`src/rtl/pc_sequencer_pkg.sv`:
```
// Shared definitions for the PC sequencer: next-PC select codes, FSM state encoding, address defaults.
// Latency: none (definitions only).
// Backpressure: n/a.
package pc_sequencer_pkg;

    // Default fetch addresses
    localparam logic [31:0] RESET_PC_DEF   = 32'h0000_3000;
    localparam logic [31:0] HANDLER_PC_DEF = 32'h0000_4180;

    // Highest legal fetch address when the alignment/range check is built in
    localparam logic [31:0] FETCH_ADDR_MAX = 32'h0000_6FFC;

    // npc_sel codes; 4..7 are reserved and behave like add4
    localparam logic [2:0] NPC_ADD4   = 3'd0;
    localparam logic [2:0] NPC_OFFSET = 3'd1;
    localparam logic [2:0] NPC_INDEX  = 3'd2;
    localparam logic [2:0] NPC_REG    = 3'd3;

    // Sequencer states
    typedef enum logic [1:0] {
        ST_BOOT     = 2'd0,
        ST_RUN      = 2'd1,
        ST_HOLD     = 2'd2,
        ST_REDIRECT = 2'd3
    } pc_state_e;

endpackage

```
`src/rtl/pc_target_calc.sv`:
```
// Next-PC target mux and link address (pc_d + 8).
// Latency: purely combinational, zero cycles.
// Backpressure: none; callers decide whether the target is taken.
module pc_target_calc
    import pc_sequencer_pkg::*;
(
    input  logic [2:0]  npc_sel,
    input  logic [31:0] pc_f,
    input  logic [31:0] pc_d,
    input  logic [31:0] offset,
    input  logic [25:0] index,
    input  logic [31:0] reg_target,
    output logic [31:0] target,
    output logic [31:0] pc_add8
);

    // Select the next sequential/branch/jump target; all sums wrap modulo 2^32
    always_comb begin
        target = pc_f + 32'd4;
        case (npc_sel)
            NPC_ADD4:   target = pc_f + 32'd4;
            NPC_OFFSET: target = pc_d + 32'd4 + offset;
            NPC_INDEX:  target = {pc_d[31:28], index, 2'b00};
            NPC_REG:    target = reg_target;
            default:    target = pc_f + 32'd4;
        endcase
    end

    assign pc_add8 = pc_d + 32'd8;

endmodule

```
`src/rtl/pc_sequencer.sv`:
```
// Fetch PC sequencer: boot, run, stall-hold and exception/eret redirect with a one-cycle bubble.
// Latency: new PC one cycle after the request; flush_d and pc_add8 are combinational.
// Backpressure: stall freezes pc_f; req_exc/req_eret override stall. Option macro: PC_ALIGN_CHECK_EN.
module pc_sequencer
    import pc_sequencer_pkg::*;
#(
    parameter logic [31:0] RESET_PC   = RESET_PC_DEF,
    parameter logic [31:0] HANDLER_PC = HANDLER_PC_DEF
) (
    input  logic        clk,
    input  logic        reset,
    input  logic        stall,
    input  logic [2:0]  npc_sel,
    input  logic [31:0] pc_d,
    input  logic [31:0] offset,
    input  logic [25:0] index,
    input  logic [31:0] reg_target,
    input  logic        req_exc,
    input  logic        req_eret,
    input  logic [31:0] epc,
    output logic [31:0] pc_f,
    output logic        pc_valid,
    output logic        flush_d,
    output logic [31:0] pc_add8,
    output logic        fetch_adel
);

    pc_state_e   state_q, state_d;
    logic [31:0] pc_f_q, pc_f_d;
    logic [31:0] target;

    pc_target_calc u_target_calc (
        .npc_sel    (npc_sel),
        .pc_f       (pc_f_q),
        .pc_d       (pc_d),
        .offset     (offset),
        .index      (index),
        .reg_target (reg_target),
        .target     (target),
        .pc_add8    (pc_add8)
    );

    // State and PC registers; reset drops any pending redirect or held target
    always_ff @(posedge clk or negedge reset) begin
        if (!reset) begin
            state_q <= ST_BOOT;
            pc_f_q  <= RESET_PC;
        end else begin
            state_q <= state_d;
            pc_f_q  <= pc_f_d;
        end
    end

    // Next state / next PC; priority exc > eret > redirect bubble > stall > npc_sel
    always_comb begin
        state_d  = state_q;
        pc_f_d   = pc_f_q;
        flush_d  = 1'b0;
        pc_valid = 1'b0;
        case (state_q)
            ST_BOOT: begin
                // Requests are ignored until the first real fetch is issued
                state_d = ST_RUN;
            end
            default: begin
                pc_valid = (state_q != ST_REDIRECT);
                if (req_exc) begin
                    pc_f_d  = HANDLER_PC;
                    flush_d = 1'b1;
                    state_d = ST_REDIRECT;
                end else if (req_eret) begin
                    pc_f_d  = epc;
                    flush_d = 1'b1;
                    state_d = ST_REDIRECT;
                end else if (state_q == ST_REDIRECT) begin
                    // Bubble cycle: redirected PC is held, npc_sel has no meaning yet
                    state_d = stall ? ST_HOLD : ST_RUN;
                end else if (stall) begin
                    state_d = ST_HOLD;
                end else begin
                    pc_f_d  = target;
                    state_d = ST_RUN;
                end
            end
        endcase
    end

    assign pc_f = pc_f_q;

`ifdef PC_ALIGN_CHECK_EN
    assign fetch_adel = pc_valid &&
                        ((pc_f_q[1:0] != 2'b00) ||
                         (pc_f_q < RESET_PC) ||
                         (pc_f_q > FETCH_ADDR_MAX));
`else
    assign fetch_adel = 1'b0;
`endif

endmodule

```
`config.mk`:
```
export PLATFORM = sky130hd
export DESIGN_NAME = pc_sequencer
export DESIGN_NICKNAME = d
export VERILOG_FILES = /design/src/rtl/pc_sequencer_pkg.sv /design/src/rtl/pc_target_calc.sv /design/src/rtl/pc_sequencer.sv
export SDC_FILE = /design/constraint.sdc
export NUM_CORES = 1
export LEC_CHECK = 0
export BUFFER_PORTS_ARGS = -buffer_cell sky130_fd_sc_hd__buf_2
export CORE_UTILIZATION = 51
export CTS_CLUSTER_DIAMETER = 30
export DETAILED_ROUTE_END_ITERATION = 16
export PLACE_DENSITY = 0.93
export RECOVER_POWER = 25
export SKIP_CTS_REPAIR_TIMING = 1
export SLEW_MARGIN = 10
export SYNTH_ARGS = -nofsm -noshare
export SYNTH_HDL_FRONTEND = slang
export SYNTH_SLANG_ARGS = --single-unit
```
`constraint.sdc`:
```
create_clock -name clk -period 2.7 [get_ports clk]
set_input_delay 0.135 -clock clk [delete_from_list [all_inputs] [get_ports clk]]
set_output_delay 0.135 -clock clk [all_outputs]
set_load 0.01 [all_outputs]
```
==> run metrics, run 1 <==
status complete, but fails checks; failing checks max-capacitance violations, max-slew violations; crit path DAT ~2.8 ns; Antenna Nets Post-Route 0; largest family of logic cells by synthesized area compound AO/OA/AOI/OAI gates; via/cell ratio between 6 and 7; worst vdd ir ~0.00033 V; CTS tree yes; DR iter-0 viols between 700 and 800; Synth Area in Simple Gates between 20% and 30%; Multi-input gate area 4541 sq um; minimum clock period after layout between 2 and 3 ns; worst skew pair latency around 0.29 ns; sw frac approximately 43%; Max Cap Violations 1; GRT Total Usage between 30% and 40%; Avg Cell Area, Syn between 7 and 8 sq um; Max-Slew Margin vs Limit -33.44%; worst-margin pin slew about 2 ns; first-pass GRT wire length around 33,000 um; clk sinks 34; Synth async-reset ratio 100.0%; Starting Density between 50% and 60%; hold path cells 2; Vias roughly 7,000; Worst EP required between 2 and 3 ns; Synthesized Nets between 900 and 1,000; PortBufs around 230; grt ovf 0; synth top area cells ha_1, dfrtp_1, xnor2_1, a21oi_1, nand2_1; # rows 38; clock root cell clkbuf_8; pins over their slew limit 35; Syn Std Cell Area between 5000 and 6000 sq um; area leader, netlist ha_1; Post-Synth Adder-Cell Area around 15%; vias in the first global route between 6,000 and 7,000; Reg2Reg Setup Slack approximately 0.34 ns; post-synthesis sequential area ratio around 15%; placed inst area 7302 sq um; fin area 7400 sq um; HPWL Detailed ~16,000 um; Die ar. between 10,000 and 15,000 sq um; pin count of the biggest net entering global routing 40; crit start category input pin; R2R Path Start pc_f[13]$_DFFE_PN1P_; chip height ~110 um; xor and xnor fraction of the mapped netlist area ~11%; # H-tree levels 2; Avg WL per Cell around 17 um; Cell variety after synth 80; most frequent cells in the layout buf_2, nand2_1, a21oi_1; P_sw between 1000 and 1500 uW; r2r endpoint pc_f[31]$_DFFE_PN0P_; commonest non-fill, non-tap cell in the layout buf_2; share of cells above drive strength 1 ~28%; share of the synthesized area in the top cell type between 10% and 20%; Setup CP Type input pin to register; nets@finish roughly 1,300; Clk pin slew, worst setup/hold paths approximately 0.080 ns; Placer Congestion a little over 0.9; mux cell area share after synthesis 1.811%; Top Ports 229; final setup fails 0; Register Area ~850 sq um; clock skew approximately 0.0046 ns; Initial DRT Pass Iterations 7; Remaining DRCs 0; initial antenna violation count 3; total CTS buffers 5; Compound-Gate Fraction of Synth Area 29.15%; power share of the combinational group between 50% and 60%; internal power between 1000 and 1500 uW; crit-path max cell delay about 0.45 ns; PD cells around 340 nW/um^2; number of flops mapped to enable cells by yosys 0; post-synthesis sequential element count 34; CP max-delay cell fa_1; Top FF cell, synth dfrtp_1; sequential share of power 25.8%; Pwr Total 2551 uW; Die W approximately 110 um; hold path start stall; Hold Vio Cnt, Final 0; CORE AREA between 10,000 and 15,000 sq um; Area growth syn-to-layout 30.58%; RSZ-0062 raised after global routing no; crit-path most repeated cell a21oi_1; reg2reg path depth 8; routed wire length ~20,000 um; largest fanout on the critical path 3; Tcrit/Tclk final a little over nine tenths; P_leak 0.003592 uW; Ys Warns 0; Cell Chain, Critical Path buf_2, inv_1, ha_1, inv_1, buf_4, fa_1, a21oi_1, o21ai_0, a21oi_1, o21bai_1, a21oi_1, xor2_1, o21ai_0, a221o_1; Max clock buf depth 2; highest clock rate about 390 MHz; filler instances 915; Hold Path Class input pin to register; Clk pwr share around 19%; post-synthesis instance total between 700 and 800; Worst Hold End state_q[0]$_DFF_PN0_; crit end category register
==> Yosys cell counts, types with 13 or more instances <==
cell type  count
ha_1          65
and3_1        13
dfrtp_1       32
inv_1         24
nor3_1        15
o21ai_1       17
o21ai_0       35
a21o_1        21
nand4_1       15
nand3_1       40
a21oi_1       73
xor2_1        27
clkbuf_1      27
xnor2_1       44
nand2_1       82
nor2_1        62
==> routing by layer <==
layer | GRT usage, % | part of all wire (%)
met1 | 45.43 | 41
met2 | 59.26 | 45
met3 | 5.145 | 9.9
met4 | 12.82 | 4.0
met5 | 0 | 0.064
==> worst max-delay path: cells and delay by family <==
| kind | cells | cell delay (ns) |
|---|---|---|
| adders and majority gates | 2 | 0.72 |
| xor gates and xnor gates | 1 | 0.20 |
| buffers and inverters | 4 | 0.31 |
| AOI/OAI and AO/OA | 7 | 1.39 |
==> power groups by stage <==
stage	sequential [uW]	combinational, uW	clock (uW)
floorplan	665	796	0
detailed placement	660	1370	0
CTS	651	1380	491
global placement	657	1340	0
global route	665	1530	508
finish	658	1400	495
==> worst max-delay path by stage <==
stage | from | end | slack (ns) | cells after the start
after floorplan | offset[8] | pc_f[23]$_DFFE_PN0P_ | 0.11 | 10
after global placement | offset[9] | pc_f[23]$_DFFE_PN0P_ | -0.11 | 11
after detailed placement | offset[9] | pc_f[23]$_DFFE_PN0P_ | -0.17 | 11
after CTS | offset[9] | pc_f[23]$_DFFE_PN0P_ | 0.11 | 11
after global routing | offset[1] | pc_f[9]$_DFFE_PN0P_ | 0.009 | 12
final | pc_d[2] | pc_f[9]$_DFFE_PN0P_ | 0.12 | 14
==> layout make-up <==
class / instances / area share, %
inverter: 26 / 1.319
timing repair buffer: 295 / 21.78
multi-input combinational: 668 / 61.36
sequential: 34 / 11.53
antenna: 3 / 0.1015
clock inverter: 3 / 0.6087
tap: 140 / 2.367
clock buffer: 5 / 0.9300
==> flip-flops by register name, summed over array words and instances, names as in the netlist <==
name and count:
pc_f 32, state_q 2
==> logic make-up (layout without fill, tap and decap cells) <==
group	after synthesis	after routing
xor gates and xnor gates	71	71
other	1	4
buffers and inverters	66	329
and+or+nand+nor	272	272
DFF	34	34
AOI/OAI and AO/OA	248	248
muxes	10	10
adders and majority gates	66	66
==> through the flow <==
stage	TNS, ns	worst slack, ns	util [%]	cells	hold slack, ns
2_1_floorplan	0	0.1113	-	768	-0.1606
3_3_place_gp	-0.2872	-0.1120	67.36	1162	0.2539
3_5_place_dp	-0.6617	-0.1676	67.36	1162	0.2669
4_1_cts	0	0.1110	68.41	1170	-0.04858
5_1_grt	0	0.008844	68.21	1172	0.08827
6_report	0	0.1203	68.26	1174	0.07406
No activity file was read; power rests on OpenSTA's default activity.
==> run 2, diff against run 1 <==
--- a/config.mk
+++ b/config.mk
@@ -6,10 +6,10 @@
 export NUM_CORES = 1
 export LEC_CHECK = 0
 export BUFFER_PORTS_ARGS = -buffer_cell sky130_fd_sc_hd__buf_2
-export CORE_UTILIZATION = 51
+export CORE_UTILIZATION = 45
 export CTS_CLUSTER_DIAMETER = 30
 export DETAILED_ROUTE_END_ITERATION = 16
-export PLACE_DENSITY = 0.93
+export PLACE_DENSITY = 0.84
 export RECOVER_POWER = 25
 export SKIP_CTS_REPAIR_TIMING = 1
 export SLEW_MARGIN = 10
==> run 2 against run 1 <==
The flow still finishes with violations (max-capacitance violations, max-slew violations). Clock power grew 22%. First-iteration DRC count fell by 28%. Non-clock buffer count fell by 15. Final cell count grew 1.2%. Worst setup slack improved by 0.0036 ns. Fmax grew 0.14%. Sequential cell count is the same. Total power rose by 3.1%. Critical path type unchanged. Largest cell class unchanged. Largest power group unchanged.
==> run metrics, run 2 (synthesis gave the netlist of run 1 again) <==
status complete, but fails checks; failing checks max-capacitance violations, max-slew violations; filler instances between 1,000 and 1,500; # rows 40; via/cell ratio approximately 5.8; CORE AREA between 10,000 and 15,000 sq um; pin count of the biggest net entering global routing 40; # H-tree levels 2; Max-Slew Margin vs Limit -40.58%; placed inst area 7244 sq um; Tcrit/Tclk final a little over nine tenths; reg2reg path depth 8; Non-Filler Instances 1,188; largest fanout on the critical path 4; GRT Total Usage 29.99%; routed wire length between 20,000 and 25,000 um; hold path start stall; commonest non-fill, non-tap cell in the layout buf_2; HPWL Detailed ~16,000 um; CP max-delay cell or4_1; clock skew between 0.007 and 0.008 ns; Die W 114.2 um; Vias around 6,900; Placer Congestion between 0.9 and 1; Multi-input gate area about 4500 sq um; worst vdd ir about 0.00026 V; Hold Vio Cnt, Final 0; Antenna Nets Post-Route 0; max reg flops 32; crit-path max cell delay around 0.47 ns; clk sinks 34; crit-path most repeated cell ha_1; Worst EP required between 2 and 3 ns; Max Cap Violations 1; r2r endpoint pc_f[31]$_DFFE_PN0P_; R2R Path Start pc_f[12]$_DFFE_PN1P_; CTS tree yes; Area growth syn-to-layout 30.60%; grt ovf 0; Register Area roughly 850 sq um; chip height 114.2 um; Die ar. roughly 13,000 sq um; crit end category register; worst-margin pin slew 2.109 ns; Clk pin slew, worst setup/hold paths 0.06 ns; Setup CP Type input pin to register; RSZ-0062 raised after global routing no; crit start category input pin; PD cells between 300 and 400 nW/um^2; Initial DRT Pass Iterations 5; DR iter-0 viols 522; highest clock rate 388.2 MHz; vias in the first global route roughly 6,400; final setup fails 0; first-pass GRT wire length slightly above 30,000 um; share of cells above drive strength 1 between 20% and 30%; clock root cell clkbuf_16; hold path cells 2; Fin Setup TNS 0 ns; Starting Density between 40% and 50%; Top Ports around 230; most frequent cells in the layout buf_2, nand2_1, a21oi_1; nets@finish ~1,200; crit path DAT between 2 and 3 ns; worst skew pair latency around 0.29 ns; Avg WL per Cell 16.90 um; Max clock buf depth 2; PortBufs between 200 and 250; Cell Chain, Critical Path buf_2, ha_1, ha_1, buf_4, a21oi_1, o21ai_0, nor3_2, a211oi_1, o31a_1, or4_1, a31oi_1, o221ai_1; fin area between 7000 and 8000 sq um; total CTS buffers 5; minimum clock period after layout about 2.6 ns; P_leak ~0.0036 uW; pins over their slew limit 35; initial antenna violation count 4; final hold slack about 0.068 ns; Worst Hold End state_q[0]$_DFF_PN0_; Hold Path Class input pin to register; Reg2Reg Setup Slack 0.34 ns; placed cells roughly 1,200; Remaining DRCs 0
==> run 2: cell types whose count changed in the layout (fill, tap and decap cells not counted), sizes merged <==
cell / before / now
dlygate4sd3: 1 / 0
clkbuf: 35 / 10
buf: 264 / 276
diode: 3 / 4
clkinv: 1 / 2
clkinvlp: 2 / 1
bufinv: 1 / 0
==> run 2: through the flow <==
stage | worst slack [ns] | utilization, % | total power [uW]
6_report | 0.1239 | 60.85 | 2630
5_1_grt | 0.004091 | 60.79 | 2779
4_1_cts | 0.1419 | 60.81 | 2606
3_5_place_dp | -0.1292 | 59.57 | 2004
3_3_place_gp | -0.09637 | 59.57 | 1983
2_1_floorplan | 0.1113 | - | 1461
==> run 2: critical path: cells and delay by family <==
kind,cells,cell delay (ns)
AOI/OAI and AO/OA,6,1.05
and+or+nand+nor,2,0.69
adders and majority gates,2,0.61
buffers and inverters,2,0.25
==> run 2: where the power goes <==
| group | switching (uW) | leakage [uW] | internal (uW) | total (uW) |
|---|---|---|---|---|
| Combinational | 763 | 0.00314 | 609 | 1370 |
| Clock | 236 | 0.0000729 | 366 | 602 |
| Sequential | 88.9 | 0.000419 | 568 | 657 |
| Total | 1090 | 0.00363 | 1540 | 2630 |
==> run 2: worst max-delay path by stage <==
stage               slack (ns)       from  cells past startpoint                   end
floorplan                 0.11  offset[8]                     10  pc_f[23]$_DFFE_PN0P_
global placement          -0.1  offset[8]                     11  pc_f[23]$_DFFE_PN0P_
detailed placement       -0.13  offset[9]                     12  pc_f[24]$_DFFE_PN0P_
CTS                       0.14  offset[8]                     11  pc_f[23]$_DFFE_PN0P_
global route             0.004  offset[9]                     12  pc_f[24]$_DFFE_PN0P_
finish                    0.12  offset[9]                     12  pc_f[24]$_DFFE_PN0P_
==> run 2: layer usage <==
layer  track usage [%]  part of all wire, %
met1             39.54                   43
met2             49.49                   45
met3             5.294                  8.8
met4             9.784                  2.6
met5                 0                0.065
==> run 2: layout make-up <==
cell class / count / share of cell area (%)
clock buffers: 6 / 1.877
well taps: 168 / 2.840
diodes: 4 / 0.1352
inverters: 26 / 1.319
flip-flops and latches: 34 / 11.53
clock inverters: 2 / 0.1691
multi-input cells: 668 / 61.30
repair buffers: 280 / 20.83
==> run 3, diff against run 2 <==
==> constraint.sdc (replaced) <==
create_clock -name clk -period 2.7 [get_ports clk]
set_input_delay 0.54 -clock clk [delete_from_list [all_inputs] [get_ports clk]]
set_output_delay 0.54 -clock clk [all_outputs]
set_load 0.01 [all_outputs]
==> run 3 against run 2 <==
The run ends with max-capacitance violations, max-slew violations, negative setup slack left. Global-route usage rose by 1.7 points. Final cell count rose by 5.2%. Critical path type unchanged. Largest cell class unchanged. Sequential cell count did not move. Critical endpoint is now pc_f[9]$_DFFE_PN0P_.
==> run metrics, run 3 (synthesis gave the netlist of run 1 again) <==
status complete, but fails checks; failing checks max-capacitance violations, max-slew violations, negative setup slack; clock root cell clkbuf_16; R2R Path Start pc_f[13]$_DFFE_PN1P_; CP max-delay cell fa_2; final setup fails 6; Hold Path Class input pin to register; Hold Vio Cnt, Final 0; crit start category input pin; # rows 40; Setup CP Type input pin to register; highest clock rate 362.2 MHz; HPWL Detailed ~17,000 um; Worst Hold End state_q[0]$_DFF_PN0_; Setup WS pre-CTS -0.3964 ns; minimum clock period after layout roughly 2.8 ns; Max Cap Violations 1; worst vdd ir 0.0003272 V; Tcrit/Tclk final 102.3%; GRT Total Usage 31.73%; Fin Setup TNS -0.2775 ns; nets@finish ~1,300; first-pass GRT wire length about 33,000 um; min setup slack post-route -0.06114 ns; Antenna Nets Post-Route 0; commonest non-fill, non-tap cell in the layout buf_2; Placer Congestion between 0.9 and 1; crit path DAT ~2.9 ns; worst skew pair latency between 0.2 and 0.3 ns; CORE AREA about 12,000 sq um; placed inst area 7881 sq um; CTS tree yes; crit-path max cell delay roughly 0.42 ns; PortBufs around 230; hold path cells 2; pin count of the biggest net entering global routing 40; Vias roughly 7,400; max reg flops 32; Top Ports approximately 230; Reg2Reg Setup Slack 0.28 ns; Cell Chain, Critical Path buf_8, inv_4, ha_4, inv_4, buf_6, fa_2, a21oi_4, buf_6, o21ai_2, a21oi_2, o21bai_1, a21oi_1, xor2_1, o21ai_1, a221o_1; most frequent cells in the layout buf_2, buf_4, nand2_1; P_leak ~0.004 uW; chip height 114.2 um; share of cells above drive strength 1 slightly above 40%; clk sinks 34; crit end category register; via/cell ratio around 5.9; largest fanout on the critical path 3; Die ar. 13,050 sq um; Max clock buf depth 2; Die W around 110 um; Remaining DRCs 0; DR iter-0 viols about 650; fin area ~8500 sq um; grt ovf 0; Initial DRT Pass Iterations 7; worst-margin pin slew between 1.5 and 2 ns; # H-tree levels 2; Max-Slew Margin vs Limit -28.96%; Starting Density between 40% and 50%; Clk pin slew, worst setup/hold paths 0.06 ns; initial antenna violation count 6; vias in the first global route roughly 6,800; clock skew ~0.0036 ns; pins over their slew limit 35; Area growth syn-to-layout 50.43%; Worst EP required 2.86 ns; RSZ-0062 raised after global routing yes; reg2reg path depth 8; total CTS buffers 5; routed wire length roughly 22,000 um; hold path start stall; Avg WL per Cell 18.00 um; PD cells between 300 and 400 nW/um^2; r2r endpoint pc_f[31]$_DFFE_PN0P_
run 3: cell types whose count changed in the layout (fill, tap and decap cells not counted), sizes merged:
cell / change
buf: +66
bufinv: +2
clkbuf: -3
clkinv: -1
clkinvlp: -1
diode: -1
run 3: how the worst max path moves through the flow:
| stage | depth (start not counted) | slack [ns] | endpoint | from |
|---|---|---|---|---|
| final | 15 | -0.06 | pc_f[9]$_DFFE_PN0P_ | pc_d[2] |
| after global routing | 14 | -0.20 | pc_f[29]$_DFFE_PN0P_ | pc_d[2] |
| after CTS | 10 | -0.17 | pc_add8[31] | pc_d[3] |
| after detailed placement | 13 | -0.40 | pc_f[24]$_DFFE_PN0P_ | pc_d[2] |
| after global placement | 13 | -0.35 | pc_f[24]$_DFFE_PN0P_ | pc_d[2] |
| after floorplan | 10 | -0.03 | pc_f[23]$_DFFE_PN0P_ | pc_d[8] |
run 3: critical path, delay by kind of cell:
kind / cells / cell delay, ns
xor+xnor: 1 / 0.16
compound gates: 7 / 1.15
fa+ha+maj: 2 / 0.68
buf+inv: 5 / 0.38
run 3: final cells by class:
cell class                 instances  area, sq um
multi-input combinational        668         5077
sequential                        34        853.3
fill                            1000         3637
tap                              168        210.2
antenna                            3        7.507
inverter                          26        105.1
timing repair buffer             343         2072
clock inverter                     2        60.06
clock buffer                       6        138.9
run 3: power by group:
group	leakage [uW]	switching (uW)	total, uW	internal (uW)
Clock	0.0000971	227	782	554
Combinational	0.00352	886	1680	797
Sequential	0.000419	86.4	654	568
run 3: stage by stage:
| step | hold WS (ns) | instances | utilization, % | power [uW] |
|---|---|---|---|---|
| 2_1_floorplan | 0.2444 | 768 | - | 1533 |
| 3_3_place_gp | 0.4845 | 1232 | 64.80 | 2129 |
| 3_5_place_dp | 0.5071 | 1232 | 64.80 | 2165 |
| 4_1_cts | 0.3828 | 1240 | 66.44 | 2949 |
| 5_1_grt | 0.4920 | 1248 | 70.05 | 3281 |
| 6_report | 0.4935 | 1250 | 70.09 | 3119 |
run 3: per-layer routing:
layer	vias to the layer above	share of wire (%)	global-route usage (%)
met5	-	0.16	0
met4	6	4.0	11.52
met3	99	9.3	6.458
met2	425	46	53.66
met1	3407	40	39.86
li1	3486	-	-
